### src/rtl/ir_pkg.sv
// Shared types, default timing constants and channel-selection helper
// for the IR reflectance sensor scan controller.
package ir_pkg;

  typedef enum logic [2:0] {
    S_IDLE,
    S_DISCH,
    S_MEAS,
    S_STORE,
    S_NEXT
  } state_t;

  // 1.3 us discharge and ~655 us window at 50 MHz
  localparam int DISCH_CYC  = 65;
  localparam int WINDOW_CYC = 32750;
  localparam int SHIFT      = 3;

  typedef struct packed {
    logic found;
    int   idx;
  } ch_sel_t;

  // Lowest set bit of mask strictly above cur; cur = -1 yields the lowest set bit.
  function automatic ch_sel_t next_ch(input logic [31:0] mask, input int cur);
    ch_sel_t r;
    r = '0;
    for (int i = 31; i >= 0; i--) begin
      if (mask[i] && (i > cur)) begin
        r.found = 1'b1;
        r.idx   = i;
      end
    end
    return r;
  endfunction

endpackage

### src/rtl/ir_pulse_timer.sv
// Shared phase counter (discharge length / measurement window) and saturating
// high-time counter, time-multiplexed across all sensor channels.
module ir_pulse_timer
  import ir_pkg::*;
#(
  parameter int CNTW       = 16,
  parameter int DISCH_CYC  = ir_pkg::DISCH_CYC,
  parameter int WINDOW_CYC = ir_pkg::WINDOW_CYC
) (
  input  logic            clk,
  input  logic            rst,
  input  logic            disch_en,
  input  logic            meas_en,
  input  logic            clr,
  input  logic            s_bit,
  output logic            disch_end,
  output logic            meas_end,
  output logic            meas_tmo,
  output logic [CNTW-1:0] cnt
);

  logic [CNTW-1:0] ph;
  logic            win_hit;

  assign disch_end = disch_en && (ph == CNTW'(DISCH_CYC - 1));
  assign win_hit   = meas_en && (ph == CNTW'(WINDOW_CYC - 1));
  // A low pin on the window's last cycle is an ordinary end, not a timeout
  assign meas_end  = meas_en && (!s_bit || win_hit);
  assign meas_tmo  = win_hit && s_bit;

  always_ff @(posedge clk or negedge rst) begin
    if (!rst) begin
      ph  <= '0;
      cnt <= '0;
    end else begin
      if (!(disch_en || meas_en) || disch_end || meas_end) begin
        ph <= '0;
      end else if (ph != '1) begin
        ph <= ph + CNTW'(1);
      end

      if (clr) begin
        cnt <= '0;
      end else if (meas_en && s_bit && (cnt != '1)) begin
        cnt <= cnt + CNTW'(1);
      end
    end
  end

endmodule

### src/rtl/ir_scan_ctrl.sv
// Round-robin RC-discharge IR sensor scanner: discharges each enabled pin,
// times how long it stays high and keeps a scaled 8-bit result per channel.
module ir_scan_ctrl
  import ir_pkg::*;
#(
  parameter int NCH        = 4,
  parameter int CHW        = 2,
  parameter int CNTW       = 16,
  parameter int DISCH_CYC  = ir_pkg::DISCH_CYC,
  parameter int WINDOW_CYC = ir_pkg::WINDOW_CYC,
  parameter int SHIFT      = ir_pkg::SHIFT
) (
  input  logic           clk,
  input  logic           rst,
  input  logic           start,
  input  logic           cont,
  input  logic [NCH-1:0] ch_en,
  input  logic [NCH-1:0] ir_in,
  output logic [NCH-1:0] ir_oe,
  output logic [NCH-1:0] ir_out,
  output logic           busy,
  output logic           done,
  input  logic [CHW-1:0] rd_addr,
  output logic [7:0]     rd_data,
  output logic [NCH-1:0] valid,
  output logic [NCH-1:0] tmo
);

  state_t          state_q, state_d;
  logic [NCH-1:0]  ir_p0, s_in;
  logic [NCH-1:0]  en_q;
  logic [CHW-1:0]  ch_q;
  logic            tmo_next;
  logic            ld_scan, ld_next, store, done_d;
  ch_sel_t         first_sel, next_sel;
  logic            disch_end, meas_end, meas_tmo;
  logic [CNTW-1:0] cnt;
  logic [7:0]      result [NCH];

  function automatic logic [7:0] sat8(input logic [CNTW-1:0] c);
    logic [CNTW-1:0] s;
    s = c >> SHIFT;
    return (s > CNTW'(255)) ? 8'hff : s[7:0];
  endfunction

  // Input synchronizer stage boundary: ir_in -> ir_p0 -> s_in
  always_ff @(posedge clk or negedge rst) begin
    if (!rst) begin
      ir_p0 <= '0;
      s_in  <= '0;
    end else begin
      ir_p0 <= ir_in;
      s_in  <= ir_p0;
    end
  end

  ir_pulse_timer #(
    .CNTW      (CNTW),
    .DISCH_CYC (DISCH_CYC),
    .WINDOW_CYC(WINDOW_CYC)
  ) u_timer (
    .clk      (clk),
    .rst      (rst),
    .disch_en (state_q == S_DISCH),
    .meas_en  (state_q == S_MEAS),
    .clr      (store),
    .s_bit    (s_in[ch_q]),
    .disch_end(disch_end),
    .meas_end (meas_end),
    .meas_tmo (meas_tmo),
    .cnt      (cnt)
  );

  always_ff @(posedge clk or negedge rst) begin
    if (!rst) state_q <= S_IDLE;
    else      state_q <= state_d;
  end

  always_comb begin
    state_d   = state_q;
    ld_scan   = 1'b0;
    ld_next   = 1'b0;
    store     = 1'b0;
    done_d    = 1'b0;
    first_sel = next_ch(32'(ch_en), -1);
    next_sel  = next_ch(32'(en_q), int'(ch_q));
    unique case (state_q)
      S_IDLE: begin
        // Auto-restart waits out the done cycle so DISCH starts two cycles after done
        if ((start || (cont && !done)) && (ch_en != '0)) begin
          ld_scan = 1'b1;
          state_d = S_DISCH;
        end else if (start && (ch_en == '0)) begin
          done_d = 1'b1;
        end
      end
      S_DISCH: if (disch_end) state_d = S_MEAS;
      S_MEAS:  if (meas_end)  state_d = S_STORE;
      S_STORE: begin
        store   = 1'b1;
        state_d = S_NEXT;
      end
      S_NEXT: begin
        if (next_sel.found) begin
          ld_next = 1'b1;
          state_d = S_DISCH;
        end else begin
          done_d  = 1'b1;
          state_d = S_IDLE;
        end
      end
      default: state_d = S_IDLE;
    endcase
  end

  always_ff @(posedge clk or negedge rst) begin
    if (!rst) begin
      en_q     <= '0;
      ch_q     <= '0;
      done     <= 1'b0;
      tmo_next <= 1'b0;
    end else begin
      done <= done_d;
      if (ld_scan) begin
        en_q <= ch_en;
        ch_q <= CHW'(first_sel.idx);
      end else if (ld_next) begin
        ch_q <= CHW'(next_sel.idx);
      end
      if (meas_end) tmo_next <= meas_tmo;
    end
  end

  // Result stage boundary: visible the cycle after STORE
  always_ff @(posedge clk or negedge rst) begin
    if (!rst) begin
      for (int i = 0; i < NCH; i++) result[i] <= '0;
      valid <= '0;
      tmo   <= '0;
    end else if (store) begin
      result[ch_q] <= sat8(cnt);
      valid[ch_q]  <= 1'b1;
      tmo[ch_q]    <= tmo_next;
    end
  end

  always_comb begin
    ir_oe = '0;
    if (state_q == S_DISCH) ir_oe[ch_q] = 1'b1;
  end

  assign ir_out  = ir_oe;
  assign busy    = (state_q != S_IDLE);
  assign rd_data = result[rd_addr];

endmodule

### config.mk
export PLATFORM = sky130hd
export DESIGN_NAME = ir_scan_ctrl
export DESIGN_NICKNAME = d
export VERILOG_FILES = /design/src/rtl/ir_pkg.sv /design/src/rtl/ir_pulse_timer.sv /design/src/rtl/ir_scan_ctrl.sv
export SDC_FILE = /design/constraint.sdc
export NUM_CORES = 1
export LEC_CHECK = 0
export CELL_PAD_IN_SITES_DETAIL_PLACEMENT = 0
export CELL_PAD_IN_SITES_GLOBAL_PLACEMENT = 1
export CORE_MARGIN = 10
export CORE_UTILIZATION = 45
export CTS_CLUSTER_SIZE = 14
export DETAILED_ROUTE_END_ITERATION = 10
export MAX_ROUTING_LAYER = met4
export PLACE_DENSITY_LB_ADDON = 0.1
export SYNTH_ARGS = -nofsm -noshare
export SYNTH_HDL_FRONTEND = slang
export SYNTH_HIERARCHICAL = 1
export SYNTH_SLANG_ARGS = --single-unit
### constraint.sdc
create_clock -name clk -period 6.2 [get_ports clk]
set_clock_uncertainty 0.1 [all_clocks]
set_input_delay 1.24 -clock clk [delete_from_list [all_inputs] [get_ports clk]]
set_output_delay 1.24 -clock clk [all_outputs]
set_load 0.005 [all_outputs]
==> results.md, run 1 <==
- Flop and latch count out of synthesis: 90
- First-pass GRT wire length: 15.8 mm
- RePlAce Congestion: 0.797
- Yosys warns: 6
- TritonCTS Buffers: 9
- Via Count: 3100
- Fin Setup TNS: 0 ps
- WL met1: 4.56 mm
- Avg Inst Size Synth: 10.4 um2
- Reg2reg end: u_timer/ph[12]
- Pwr Density: 264 nW/um2
- Final Power: 1.31 mW
- Layout cells sized above 1: 0.121
- Largest cells by area after synthesis: dfrtp_1, nor2_1, mux4_2
- Initial antenna violation count: 0
- Grt total ovfl: 0
- Syn-to-layout area delta: 14.6%
- Max Slew Vio Count: 0
- Largest net degree at the start of global routing: 47
- FF-to-FF path depth: 7
- Max layer used: met4
- CTS sink cnt: 90
- CTS-repair resized insts: 0
- Worst-path fanout max: 8
- Seq/Total Area, Yosys: 0.520
- CP Launch Point: rd_addr[0]
- Final Core Density: 0.533
- WL per Instance: 15.7 um
- VDD IR-drop max: 0.0000925 V
- Setup-failing EPs final: 0
- Hold Buf Count CTS: 0
- Tightest Hold Check Type: flip-flop to flip-flop
- Hpwl dp: 6.50 mm
- Synth async-reset ratio: 1.00
- Worst R2R Start: state_q[0]
- Post-Syn Nets: 435
- DR pass1 iterations: 4
- Hold depth: 0
- Worst slew pin tran: 727 ps
- Die Ht: 118 um
- Synth cell types: 56
- Setup Fix Bufs, Post-CTS: 0
- Crit share post-route: 0.720
- Relative slew margins: 0.514
- Initial Util: 0.465
- Final min period: 4460 ps
- Post-synth EDFFs: 0
- Multi-input logic area: 1930 um2
- Routed wl met3: 330 um
- WS Path Type: input port to output pin
- Core ar.: 9330 um2
- Nets: 467
- Clock Tree Root: clkbuf_8
- CP arrival: 3120 ps
- Die Area: 14000 um2
- Crit end category: output pin
- Vias in the first global route: 3084
- Mapped cell area: 4330 um2
- Clock Path Buffers: 2
- Via density: 5.32
- Placed Area: 4770 um2
- Finished Cell Area: 4970 um2
- ANT cells: 0
- Hold Vio Cnt, Final: 0
- DR iter-0 viols: 245
- Overall Global Routing Usage: 0.139
- R2R Setup Slk: 3530 ps
- Worst hold margin: 253 ps
- # H-tree levels: 3
- Top Ports: 40
- Post-synth top area share: 0.520
- Fillers: 874
- Number of remaining DRC errors: 0
- Fmax: 224 MHz
- Dominant synthesized flop cell: dfrtp_1
- Cell taking the most area after synthesis: dfrtp_1
- Unrepaired setup endpoints after global routing: no
- Clk_lat worst skew: 350 ps
- Clk slew on worst S/H paths: 90 ps
- CTS tree: done
- Critical path endpoint: rd_data[6]
- Leakage: 2.18 nW
- Max-cap violation count: 0
- Number of port buffers: 39
- Synth Instances: 417
- Req. time, crit path: 4860 ps
- Detail Route Antenna Nets: 0
- CP Launch Type: input port
- Storage cell area: 2250 um2
- Metal2 WL: 4.16 mm
- Status: finished clean
- # rows: 35
- Chip width: 118 um
- Drt total wl: 9.13 mm
==> synth_stat cells (2+ instances only) <==
library cell and n:
xor2_1 13, and4_1 4, nor3_1 14, nor3_4 2, a211oi_1 3, nand2b_1 2, or2_2 5, buf_2 3
inv_1 9, o21ai_0 6, nor3b_1 4, ha_1 4, nor2_1 86, mux2i_1 2, o211ai_1 4, dfrtp_1 90
nor4_1 3, nand4_1 9, buf_4 8, nor2b_1 4, xnor2_1 8, mux2_2 7, mux4_2 9, a21oi_2 2
buf_6 2, nand2_1 21, and3_1 8, clkbuf_1 4, nand3_1 12, a21oi_1 38, o22ai_1 3, buf_1 2
nor2_4 3
==> state kept, by name (all words and copies together) (netlist names) <==
| register | flops |
|---|---|
| s_in | 4 |
| u_timer/cnt | 16 |
| tmo | 4 |
| en_q | 3 |
| valid | 4 |
| result | 32 |
| ir_p0 | 4 |
| tmo_next | 1 |
| state_q | 3 |
| u_timer/ph | 16 |
| ch_q | 2 |
| done | 1 |
==> cells by family after synthesis <==
family          after synthesis  synth area share
compound gates               66            0.0930
xor+xnor                     21            0.0424
mux                          18            0.0696
simple gates                190             0.228
buf+inv                      28            0.0355
fa+ha+maj                     4            0.0116
flops                        90             0.520
==> critical path, stage by stage <==
cell             delay [ps]
clkdlybuf4s50_1         830
mux4_2                  580
clkdlybuf4s50_1         480
==> metrics by stage <==
step,worst slack [ps],std cells
after floorplan,2860,417
after global placement,1760,567
after detailed placement,1690,567
after CTS,1690,583
after global routing,1610,583
final,1740,583
==> how the worst min path moves through the flow <==
| stage | from | end | slack, ps |
|---|---|---|---|
| final | ir_p0[1] | s_in[1] | 250 |
| after global routing | ir_p0[1] | s_in[1] | 270 |
| after CTS | ir_p0[1] | s_in[1] | 260 |
| after detailed placement | ir_p0[1] | s_in[1] | 240 |
| after global placement | ir_p0[0] | s_in[0] | 240 |
| after floorplan | ir_p0[0] | s_in[0] | 230 |
==> final cells by class <==
cell class              instances  share of cell area
clock buffers                  12              0.0332
well taps                     129              0.0325
multi-input cells             299               0.388
clock inverters                 4             0.00655
repair buffers                 40              0.0796
flip-flops and latches         90               0.453
inverters                       9             0.00680
==> cells in the final DEF (no fill, tap or decap), types with 5 or more instances in the layout <==
cell / instances
dfrtp_1: 90
nor2_1: 86
a21oi_1: 38
clkdlybuf4s50_1: 38
nand2_1: 21
nor3_1: 14
xor2_1: 13
nand3_1: 12
clkbuf_8: 12
inv_1: 9
mux4_2: 9
nand4_1: 9
and3_1: 8
xnor2_1: 8
mux2_2: 7
o21ai_0: 6
or2_2: 5
==> power breakdown <==
part / switching (mW) / total [mW] / internal, mW
registers: 0.0637 / 0.690 / 0.626
logic: 0.110 / 0.233 / 0.123
clock network: 0.209 / 0.390 / 0.181
total: 0.383 / 1.31 / 0.930
==> routing by layer <==
layer,track usage,up-vias
li1,-,1532
met1,0.185,1514
met2,0.207,46
met3,0.0273,8
met4,0.0440,0
met5,-,-
No activity file was read; power rests on OpenSTA's default activity.
==> inputs of run 2 (changes only) <==
==> constraint.sdc (replaced) <==
create_clock -name clk -period 4.57 [get_ports clk]
set_clock_uncertainty 0.1 [all_clocks]
set_input_delay 0.914 -clock clk [delete_from_list [all_inputs] [get_ports clk]]
set_output_delay 0.914 -clock clk [all_outputs]
set_load 0.005 [all_outputs]
==> run 2 against run 1 <==
Against the previous run: utilization up 0.25 points; wire length shrank 0.95%; sequential cell count unchanged; die area unchanged; critical path depth did not move; global-route usage down 0.13 points; sequential power is 35% higher; highest routed layer unchanged; sequential share of layout area decreased by 0.22 points; hold slack better by 4.7 ps; count of clock-buffer cells in the layout fell by 3; first-iteration DRC count is 2.0% higher; clock power is 56% higher.
==> results.md, run 2 (synthesis results as in run 1) <==
- Pwr Density: 373 nW/um2 (was 264 nW/um2)
- Clock Path Buffers: 2 (unchanged)
- ANT cells: 0 (unchanged)
- DR pass1 iterations: 4 (unchanged)
- Tightest Hold Check Type: flip-flop to flip-flop (unchanged)
- Hold Vio Cnt, Final: 0 (unchanged)
- Clk slew on worst S/H paths: 100 ps (was 90 ps)
- CP arrival: 2770 ps (was 3120 ps)
- Setup Fix Bufs, Post-CTS: 0 (unchanged)
- Setup-failing EPs final: 0 (unchanged)
- Number of port buffers: 39 (unchanged)
- RePlAce Congestion: 0.791 (was 0.797)
- Largest Register: result (unchanged)
- # H-tree levels: 3 (unchanged)
- Hpwl dp: 6.45 mm (was 6.50 mm)
- Via Count: 3085 (was 3100)
- Worst slew pin tran: 780 ps (was 727 ps)
- Vias in the first global route: 3112 (was 3084)
- Reg2reg end: u_timer/ph[2] (was u_timer/ph[12])
- Max Slew Vio Count: 0 (unchanged)
- Number of remaining DRC errors: 0 (unchanged)
- Chip width: 118 um (unchanged)
- Finished Layout Cells: 582 (was 583)
- Crit end category: output pin (unchanged)
- Largest net degree at the start of global routing: 63 (was 47)
- Die Area: 14000 um2 (unchanged)
- Placed Cells incl. Taps: 567 (unchanged)
- Initial antenna violation count: 0 (unchanged)
- Final Power: 1.86 mW (was 1.31 mW)
- Status: finished clean (unchanged)
- Layout cells sized above 1: 0.119 (was 0.121)
- Worst hold margin: 258 ps (was 253 ps)
- Fin Setup TNS: 0 ps (unchanged)
- Detail Route Antenna Nets: 0 (unchanged)
- Final min period: 3780 ps
- Nets: 467 (unchanged)
- Fmax: 264 MHz
- Crit share post-route: 0.828
- Overall Global Routing Usage: 0.137 (was 0.139)
- TritonCTS Buffers: 9 (unchanged)
- Initial Util: 0.465 (unchanged)
- Unrepaired setup endpoints after global routing: no (unchanged)
- Via density: 5.30 (was 5.32)
- Top Ports: 40 (unchanged)
- WS Path Type: input port to output pin (unchanged)
- Max FFs per register: 32 (unchanged)
- CTS-repair resized insts: 0 (unchanged)
- Hold Buf Count CTS: 0 (unchanged)
- Core ar.: 9330 um2 (unchanged)
- CTS sink cnt: 90 (unchanged)
- Hold depth: 0 (unchanged)
- Largest registers: result (32), u_timer/cnt (16), u_timer/ph (16) (unchanged)
- Req. time, crit path: 3560 ps (was 4860 ps)
- Hold path startpoint: ir_p0[2] (was ir_p0[1])
- Syn-to-layout area delta: 15.2% (was 14.6%)
- First-pass GRT wire length: 15.7 mm (was 15.8 mm)
- Leakage: 2.20 nW (was 2.18 nW)
- Drt total wl: 9.04 mm (was 9.13 mm)
- Place WS: 747 ps (was 1690 ps)
- R2R Setup Slk: 1900 ps (was 3530 ps)
- Clock Tree Root: clkbuf_8 (unchanged)
- WL per Instance: 15.5 um (was 15.7 um)
- FF-to-FF path depth: 7 (unchanged)
- Clk_lat worst skew: 350 ps (about the same)
- Worst-path fanout max: 8 (unchanged)
- CTS tree: done (unchanged)
- CP Launch Type: input port (unchanged)
- WHS Endpoint: s_in[2] (was s_in[1])
- Worst R2R Start: state_q[0] (unchanged)
- Max-cap violation count: 0 (unchanged)
- Relative slew margins: 0.480 (was 0.514)
- Min setup slack post-route: 788 ps (was 1740 ps)
- Die Ht: 118 um (unchanged)
- DR iter-0 viols: 250 (was 245)
- Most common cell after layout, fill and taps aside: dfrtp_1 (unchanged)
- Grt total ovfl: 0 (unchanged)
- Most frequent cells in the layout: dfrtp_1, nor2_1, a21oi_1, clkdlybuf4s50_1, nand2_1 (unchanged)
- VDD IR-drop max: 0.000176 V (was 0.0000925 V)
- # rows: 35 (unchanged)
==> run 2: changes by cell type in the layout (fill, tap and decap cells not counted), sizes merged <==
cell,previous run,this run
inv,10,12
clkbuf,12,9
bufinv,0,2
clkinvlp,2,0
==> run 2: worst max-delay path, stage by stage <==
cell and delay (ps):
clkdlybuf4s50_1 810, mux4_2 580, clkdlybuf4s50_1 470
==> run 2: cell type report <==
class                      instances  area, um2
sequential                        90       2250
clock inverter                     6       97.6
fill                             891       4340
multi-input combinational        299       1930
tap                              129        161
inverter                           9       33.8
timing repair buffer              40        395
clock buffer                       9        124
==> run 2: how the worst max path moves through the flow <==
| stage | startpoint | end | slack, ps | cells past startpoint |
|---|---|---|---|---|
| after floorplan | rd_addr[0] | rd_data[0] | 1880 | 2 |
| after global placement | rd_addr[0] | rd_data[4] | 780 | 3 |
| after detailed placement | rd_addr[0] | rd_data[5] | 750 | 3 |
| after CTS | rd_addr[0] | rd_data[5] | 750 | 3 |
| after global routing | rd_addr[0] | rd_data[4] | 670 | 3 |
| final | rd_addr[0] | rd_data[0] | 790 | 3 |
==> run 2: power breakdown <==
part	internal [mW]	switching, mW	leakage [nW]
clock	0.314	0.296	0.112
sequential	0.849	0.0846	1.22
combinational	0.167	0.148	0.867
total	1.33	0.529	2.20
==> run 2: routing by layer <==
metal | up-vias | share of wire | global-route usage
met3 | 5 | 0.042 | 0.0326
met5 | - | 0 | -
met1 | 1507 | 0.49 | 0.189
met4 | 0 | 0.0092 | 0.0348
li1 | 1522 | - | -
met2 | 51 | 0.46 | 0.199
==> run 2: stage by stage <==
step,instance area (um2),util
after detailed placement,4770,0.511
after CTS,4990,0.535
after floorplan,4330,-
final,4990,0.535
after global routing,4990,0.535
after global placement,4770,0.511
==> inputs of run 3 (changes only) <==
--- a/config.mk
+++ b/config.mk
@@ -8,7 +8,7 @@
 export CELL_PAD_IN_SITES_DETAIL_PLACEMENT = 0
 export CELL_PAD_IN_SITES_GLOBAL_PLACEMENT = 1
 export CORE_MARGIN = 10
-export CORE_UTILIZATION = 45
+export CORE_UTILIZATION = 41
 export CTS_CLUSTER_SIZE = 14
 export DETAILED_ROUTE_END_ITERATION = 10
 export MAX_ROUTING_LAYER = met4
==> constraint.sdc (replaced) <==
create_clock -name clk -period 3.1 [get_ports clk]
set_clock_uncertainty 0.1 [all_clocks]
set_input_delay 0.62 -clock clk [delete_from_list [all_inputs] [get_ports clk]]
set_output_delay 0.62 -clock clk [all_outputs]
set_load 0.005 [all_outputs]
==> run 3 against run 2 <==
Against the previous run: global-route usage down 0.56 points; setup slack worse by 660 ps; critical path type is now flip-flop to output pin; die area up 8.1%; power up 44%; first-iteration DRC count down 25%; wire length up 3.3%; combinational power up 52%; non-clock buffer count up 3; cell count up 1.7%; hold slack worse by 75 ps.
==> results.md, run 3 (synthesis results as in run 1) <==
- Initial antenna violation count: 0 (unchanged)
- Number of remaining DRC errors: 0 (unchanged)
- # rows: 37 (was 35)
- Nets: 470 (was 467)
- Vias in the first global route: 3110 (was 3112)
- Clock Path Buffers: 2 (unchanged)
- Layout cells sized above 1: 0.125 (was 0.119)
- Hold Buf Count CTS: 0 (unchanged)
- Max Slew Vio Count: 0 (unchanged)
- Clk slew on worst S/H paths: 100 ps (about the same)
- Reg2reg end: u_timer/ph[12] (was u_timer/ph[2])
- First-pass GRT wire length: 15.8 mm (was 15.7 mm)
- Syn-to-layout area delta: 15.9% (was 15.2%)
- Overall Global Routing Usage: 0.132 (was 0.137)
- Hpwl dp: 6.55 mm (was 6.45 mm)
- Place WS: 135 ps (was 747 ps)
- Tightest Hold Check Type: input port to asynchronous set/reset pin (was flip-flop to flip-flop)
- Initial Util: 0.420 (was 0.465)
- CP arrival: 2250 ps (was 2770 ps)
- Grt total ovfl: 0 (unchanged)
- Largest Register: result (unchanged)
- Relative slew margins: 0.561 (was 0.480)
- CTS-repair resized insts: 0 (unchanged)
- Req. time, crit path: 2380 ps (was 3560 ps)
- CTS tree: done (unchanged)
- Min setup slack post-route: 129 ps (was 788 ps)
- Crit share post-route: 0.958
- VDD IR-drop max: 0.000268 V (was 0.000176 V)
- DR iter-0 viols: 188 (was 250)
- Most frequent cells in the layout: dfrtp_1, nor2_1, a21oi_1, clkdlybuf4s50_1, nand2_1 (unchanged)
- Worst R2R Start: state_q[0] (unchanged)
- Setup-failing EPs final: 0 (unchanged)
- Final min period: 2970 ps
- Worst slew pin tran: 658 ps (was 780 ps)
- Fmax: 337 MHz
- Core ar.: 10300 um2 (was 9330 um2)
- Worst-path fanout max: 8 (unchanged)
- Detail Route Antenna Nets: 0 (unchanged)
- Fin Setup TNS: 0 ps (unchanged)
- WS Path Type: flip-flop to output pin (was input port to output pin)
- Largest net degree at the start of global routing: 52 (was 63)
- Top Ports: 40 (unchanged)
- Clk_lat worst skew: 350 ps (about the same)
- Drt total wl: 9.34 mm (was 9.04 mm)
- Via Count: 3068 (was 3085)
- Setup Fix Bufs, Post-CTS: 0 (unchanged)
- Max-cap violation count: 0 (unchanged)
- Fillers: 1001 (was 891)
- CP Launch Type: flip-flop (was input port)
- Number of port buffers: 39 (unchanged)
- Via density: 5.18 (was 5.30)
- Clock Tree Root: clkbuf_8 (unchanged)
- Die Area: 15100 um2 (was 14000 um2)
- # H-tree levels: 3 (unchanged)
- WL per Instance: 15.8 um (was 15.5 um)
- CTS sink cnt: 90 (unchanged)
- TritonCTS Buffers: 9 (unchanged)
- Unrepaired setup endpoints after global routing: no (unchanged)
- ANT cells: 0 (unchanged)
- DR pass1 iterations: 6 (was 4)
- FF-to-FF path depth: 7 (unchanged)
- Crit end category: output pin (unchanged)
- Hold Vio Cnt, Final: 0 (unchanged)
- R2R Setup Slk: 430 ps (was 1900 ps)
- Most common cell after layout, fill and taps aside: dfrtp_1 (unchanged)
- Leakage: 2.20 nW (about the same)
- Pwr Density: 533 nW/um2 (was 373 nW/um2)
- Die Ht: 123 um (was 118 um)
- Status: finished clean (unchanged)
- Largest registers: result (32), u_timer/cnt (16), u_timer/ph (16) (unchanged)
- RePlAce Congestion: 0.829 (was 0.791)
- Chip width: 123 um (was 118 um)
- Max FFs per register: 32 (unchanged)
-- run 3: cell count changes in the layout (fill, tap and decap cells not counted), sizes merged --
cell      delta
bufinv       -1
buf          +3
clkinvlp     +1
-- run 3: how the worst max path moves through the flow --
| stage | cells after the start | end | from | slack, ps |
|---|---|---|---|---|
| finish | 3 | ir_out[0] | state_q[0] | 130 |
| CTS | 3 | ir_out[0] | state_q[0] | 90 |
| global route | 3 | ir_out[0] | state_q[0] | 20 |
| floorplan | 9 | u_timer/ph[3] | state_q[1] | 780 |
| detailed placement | 4 | rd_data[6] | rd_addr[0] | 130 |
| global placement | 4 | rd_data[0] | rd_addr[0] | 140 |
-- run 3: worst max-delay path, cell delays in order (launching register included) --
cell             delay [ps]
dfrtp_1                 550
or3b_2                  570
nor3_1                  230
clkdlybuf4s50_1         550
-- run 3: stage by stage --
step | util | total power, mW | hold slack (ps) | cell area [um2] | std cells
2_1_floorplan | - | 1.69 | 224 | 4330 | 417
3_3_place_gp | 0.467 | 1.88 | 236 | 4830 | 577
3_5_place_dp | 0.467 | 1.88 | 236 | 4830 | 577
4_1_cts | 0.486 | 2.71 | 193 | 5020 | 592
5_1_grt | 0.486 | 2.84 | 208 | 5020 | 592
6_report | 0.486 | 2.68 | 183 | 5020 | 592
-- run 3: layout make-up --
type	instances	area, um2	area share
Tap cell	136	170	0.0339
Timing Repair Buffer	43	443	0.0882
Inverter	9	33.8	0.00673
Sequential cell	90	2250	0.448
Multi-Input combinational cell	299	1930	0.384
Clock inverter	6	72.6	0.0144
Clock buffer	9	124	0.0247
-- run 3: where the power goes --
group	switching [mW]	internal, mW	total (mW)	leakage [nW]
Combinational	0.227	0.252	0.478	0.892
Clock	0.442	0.379	0.821	0.0967
Sequential	0.126	1.25	1.38	1.22
Total	0.794	1.88	2.68	2.20
-- run 3: routing by layer --
metal	GRT usage	up-vias	part of all wire
li1	-	1526	-
met1	0.182	1493	0.51
met2	0.188	44	0.44
met3	0.0321	5	0.048
met4	0.0383	0	0.0051
met5	-	-	0
==> edit, RTL diff (settings of run 2) <==
Add an input register stage for `start`, `cont`, `ch_en`, `ir_in` and `rd_addr`, with the module's reset; this delays them by one clock.
--- a/src/rtl/ir_scan_ctrl.sv
+++ b/src/rtl/ir_scan_ctrl.sv
@@ -27,4 +27,26 @@
 );
 
+  logic start_q;
+  logic cont_q;
+  logic [NCH-1:0] ch_en_q;
+  logic [NCH-1:0] ir_q;
+  logic [CHW-1:0] rd_addr_q;
+
+  always_ff @(posedge clk or negedge rst) begin
+    if (!rst) begin
+      start_q   <= '0;
+      cont_q    <= '0;
+      ch_en_q   <= '0;
+      ir_q      <= '0;
+      rd_addr_q <= '0;
+    end else begin
+      start_q   <= start;
+      cont_q    <= cont;
+      ch_en_q   <= ch_en;
+      ir_q      <= ir_in;
+      rd_addr_q <= rd_addr;
+    end
+  end
+
   state_t          state_q, state_d;
   logic [NCH-1:0]  ir_p0, s_in;
@@ -50,5 +72,5 @@
       s_in  <= '0;
     end else begin
-      ir_p0 <= ir_in;
+      ir_p0 <= ir_q;
       s_in  <= ir_p0;
     end
@@ -83,13 +105,13 @@
     store     = 1'b0;
     done_d    = 1'b0;
-    first_sel = next_ch(32'(ch_en), -1);
+    first_sel = next_ch(32'(ch_en_q), -1);
     next_sel  = next_ch(32'(en_q), int'(ch_q));
     unique case (state_q)
       S_IDLE: begin
         // Auto-restart waits out the done cycle so DISCH starts two cycles after done
-        if ((start || (cont && !done)) && (ch_en != '0)) begin
+        if ((start_q || (cont_q && !done)) && (ch_en_q != '0)) begin
           ld_scan = 1'b1;
           state_d = S_DISCH;
-        end else if (start && (ch_en == '0)) begin
+        end else if (start_q && (ch_en_q == '0)) begin
           done_d = 1'b1;
         end
@@ -123,5 +145,5 @@
       done <= done_d;
       if (ld_scan) begin
-        en_q <= ch_en;
+        en_q <= ch_en_q;
         ch_q <= CHW'(first_sel.idx);
       end else if (ld_next) begin
@@ -152,5 +174,5 @@
   assign ir_out  = ir_oe;
   assign busy    = (state_q != S_IDLE);
-  assign rd_data = result[rd_addr];
+  assign rd_data = result[rd_addr_q];
 
 endmodule
Behaviour: not the same (Yosys sat finds a counterexample within 4 cycles, from zero or initial values and one cycle with rst low).
==> edit against run 2 <==
  * Area after synthesis up 7.3%
  * Critical path type is now reg2out
  * Setup slack better by 420 ps
  * Sequential power up 15%
  * Via count up 3.1%
  * Routed wire length up 3.6%
  * Highest routed layer unchanged
  * Sequential cell count up 12
  * Clock power down 0.7%
  * Cell count up 3.8%
  * Largest power group unchanged
  * Critical endpoint is now ir_oe[0]
  * Total power up 11%
  * Global-route usage down 0.063 points
  * Worst hold slack worse by 0.54 ps
  * Final area up 6.4%
  * Critical path depth unchanged
==> edit: results (changes against run 2) <==
| Metric | Value |
|---|---|
| Status | `complete, no violations (unchanged)` |
| P_leak | `2.33 nW (was 2.20 nW)` |
| Vias per cell | `5.27 (was 5.30)` |
| Family with the most delay on the worst path | `simple AND/OR/NAND/NOR gates (was buffers and inverters)` |
| Setup WS pre-CTS | `1630 ps (was 747 ps)` |
| CTS max path bufs | `2 (unchanged)` |
| Area contributors post-synth | `dfrtp_1 (55%), nor2_1 (5.5%), mux4_2 (4.4%) (was dfrtp_1 (52%), nor2_1 (7.5%), mux4_2 (4.7%))` |
| CP peak stage delay | `590 ps (was 810 ps)` |
| Reg clk slew, reported paths | `100 ps (about the same)` |
| CP startpoint | `state_q[2]$_DFFE_PN0P_ (was rd_addr[0])` |
| P_int | `1.44 mW (was 1.33 mW)` |
| Synth cell count leaders | `dfrtp_1 (102), nor2_1 (68), a21oi_1 (35), nand2_1 (25), nor3_1 (20) (was dfrtp_1 (90), nor2_1 (86), a21oi_1 (38), nand2_1 (21), nor3_1 (14))` |
| Worst EP arrival | `2340 ps (was 2770 ps)` |
| Synthesized area per cell | `10.7 µm² (was 10.4 µm²)` |
| Total track usage | `13.7% (about the same)` |
| Hold Path Origin | `ir_q[0]$_DFF_PN0_ (was ir_p0[2]$_DFF_PN0_)` |
| Crit Path Max Fanout | `12 (was 8)` |
| Fin crit share | `73.5% (was 82.8%)` |
| Net count, final | `481 (was 467)` |
| Initial DRC Count | `205 (was 250)` |
| Slowest cell on the critical path | `or3b_2 (was clkdlybuf4s50_1)` |
| Critical Path End | `ir_oe[0] (was rd_data[0])` |
| Register-to-register setup slack | `1950 ps (was 1900 ps)` |
| TritonCTS buffer count | `9 (unchanged)` |
| Sequential element share of the synthesized area | `54.9% (was 52.0%)` |
| Endpoint, Worst Hold | `ir_p0[0]$_DFF_PN0_ (was s_in[2]$_DFF_PN0_)` |
| Largest net degree at the start of global routing | `37 (was 63)` |
| Layout cells sized above 1 | `11.5% (was 11.9%)` |
| Placed cells | `588 (was 567)` |
| Clock root buffer | `clkbuf_8 (unchanged)` |
| Routed WL | `9.36 mm (was 9.04 mm)` |
| Vias in the first global route | `3,097 (was 3,112)` |
| Fill cells | `931 (was 891)` |
| Skew-Pair Late Insertion Delay | `370 ps (was 350 ps)` |
| Global-route wire length before repair | `16.0 mm (was 15.7 mm)` |
| WL/cell | `15.5 µm (about the same)` |
| WHS | `257 ps (was 258 ps)` |
| Peak VDD IR | `0.258 mV (was 0.176 mV)` |
| Post-Syn Nets | `452 (was 435)` |
| Post-synth cell types | `58 (was 56)` |
| Relative max-transition margin | `53.5% (was 48.0%)` |
[edit: cell count changes after synthesis, moves of 3 or more]
cell and delta:
nand2_1 +4, nor2_2 +4, o21ai_0 +7, nor2_1 -18
nor3_1 +6, nand2b_1 +4, buf_4 -3, buf_2 +6
a21oi_1 -3, dfrtp_1 +12, nor2_4 -3
[edit: cell type report]
class,instances,area [µm²],share of cell area [%]
Clock buffer,9,124,2.33
Clock inverter,7,93.8,1.77
Inverter,10,37.5,0.707
Multi-Input combinational cell,299,1930,36.3
Sequential cell,102,2550,48.1
Tap cell,136,170,3.20
Timing Repair Buffer,41,403,7.59
[edit: power by group through the flow]
stage	clock (mW)	sequential (mW)	combinational, mW
global route	0.666	1.09	0.440
global placement	0	1.09	0.390
finish	0.606	1.07	0.386
detailed placement	0	1.09	0.391
floorplan	0	1.04	0.295
CTS	0.633	1.07	0.393
[edit: layer usage]
metal	global-route usage [%]	part of all wire (%)
met1	18.6	48
met2	19.9	47
met3	2.82	3.5
met4	4.62	1.2
met5	-	0
[edit: cells by family (layout without fill, tap and decap cells)]
logic type / count (synthesis) / count (layout) / share of synthesized area [%]
AOI/OAI and AO/OA: 69 / 69 / 8.80
muxes: 20 / 20 / 6.94
DFF: 102 / 102 / 54.9
adders and majority gates: 4 / 4 / 1.08
and+or+nand+nor: 185 / 185 / 20.7
buffers and inverters: 33 / 67 / 3.63
xor gates and xnor gates: 21 / 21 / 3.95
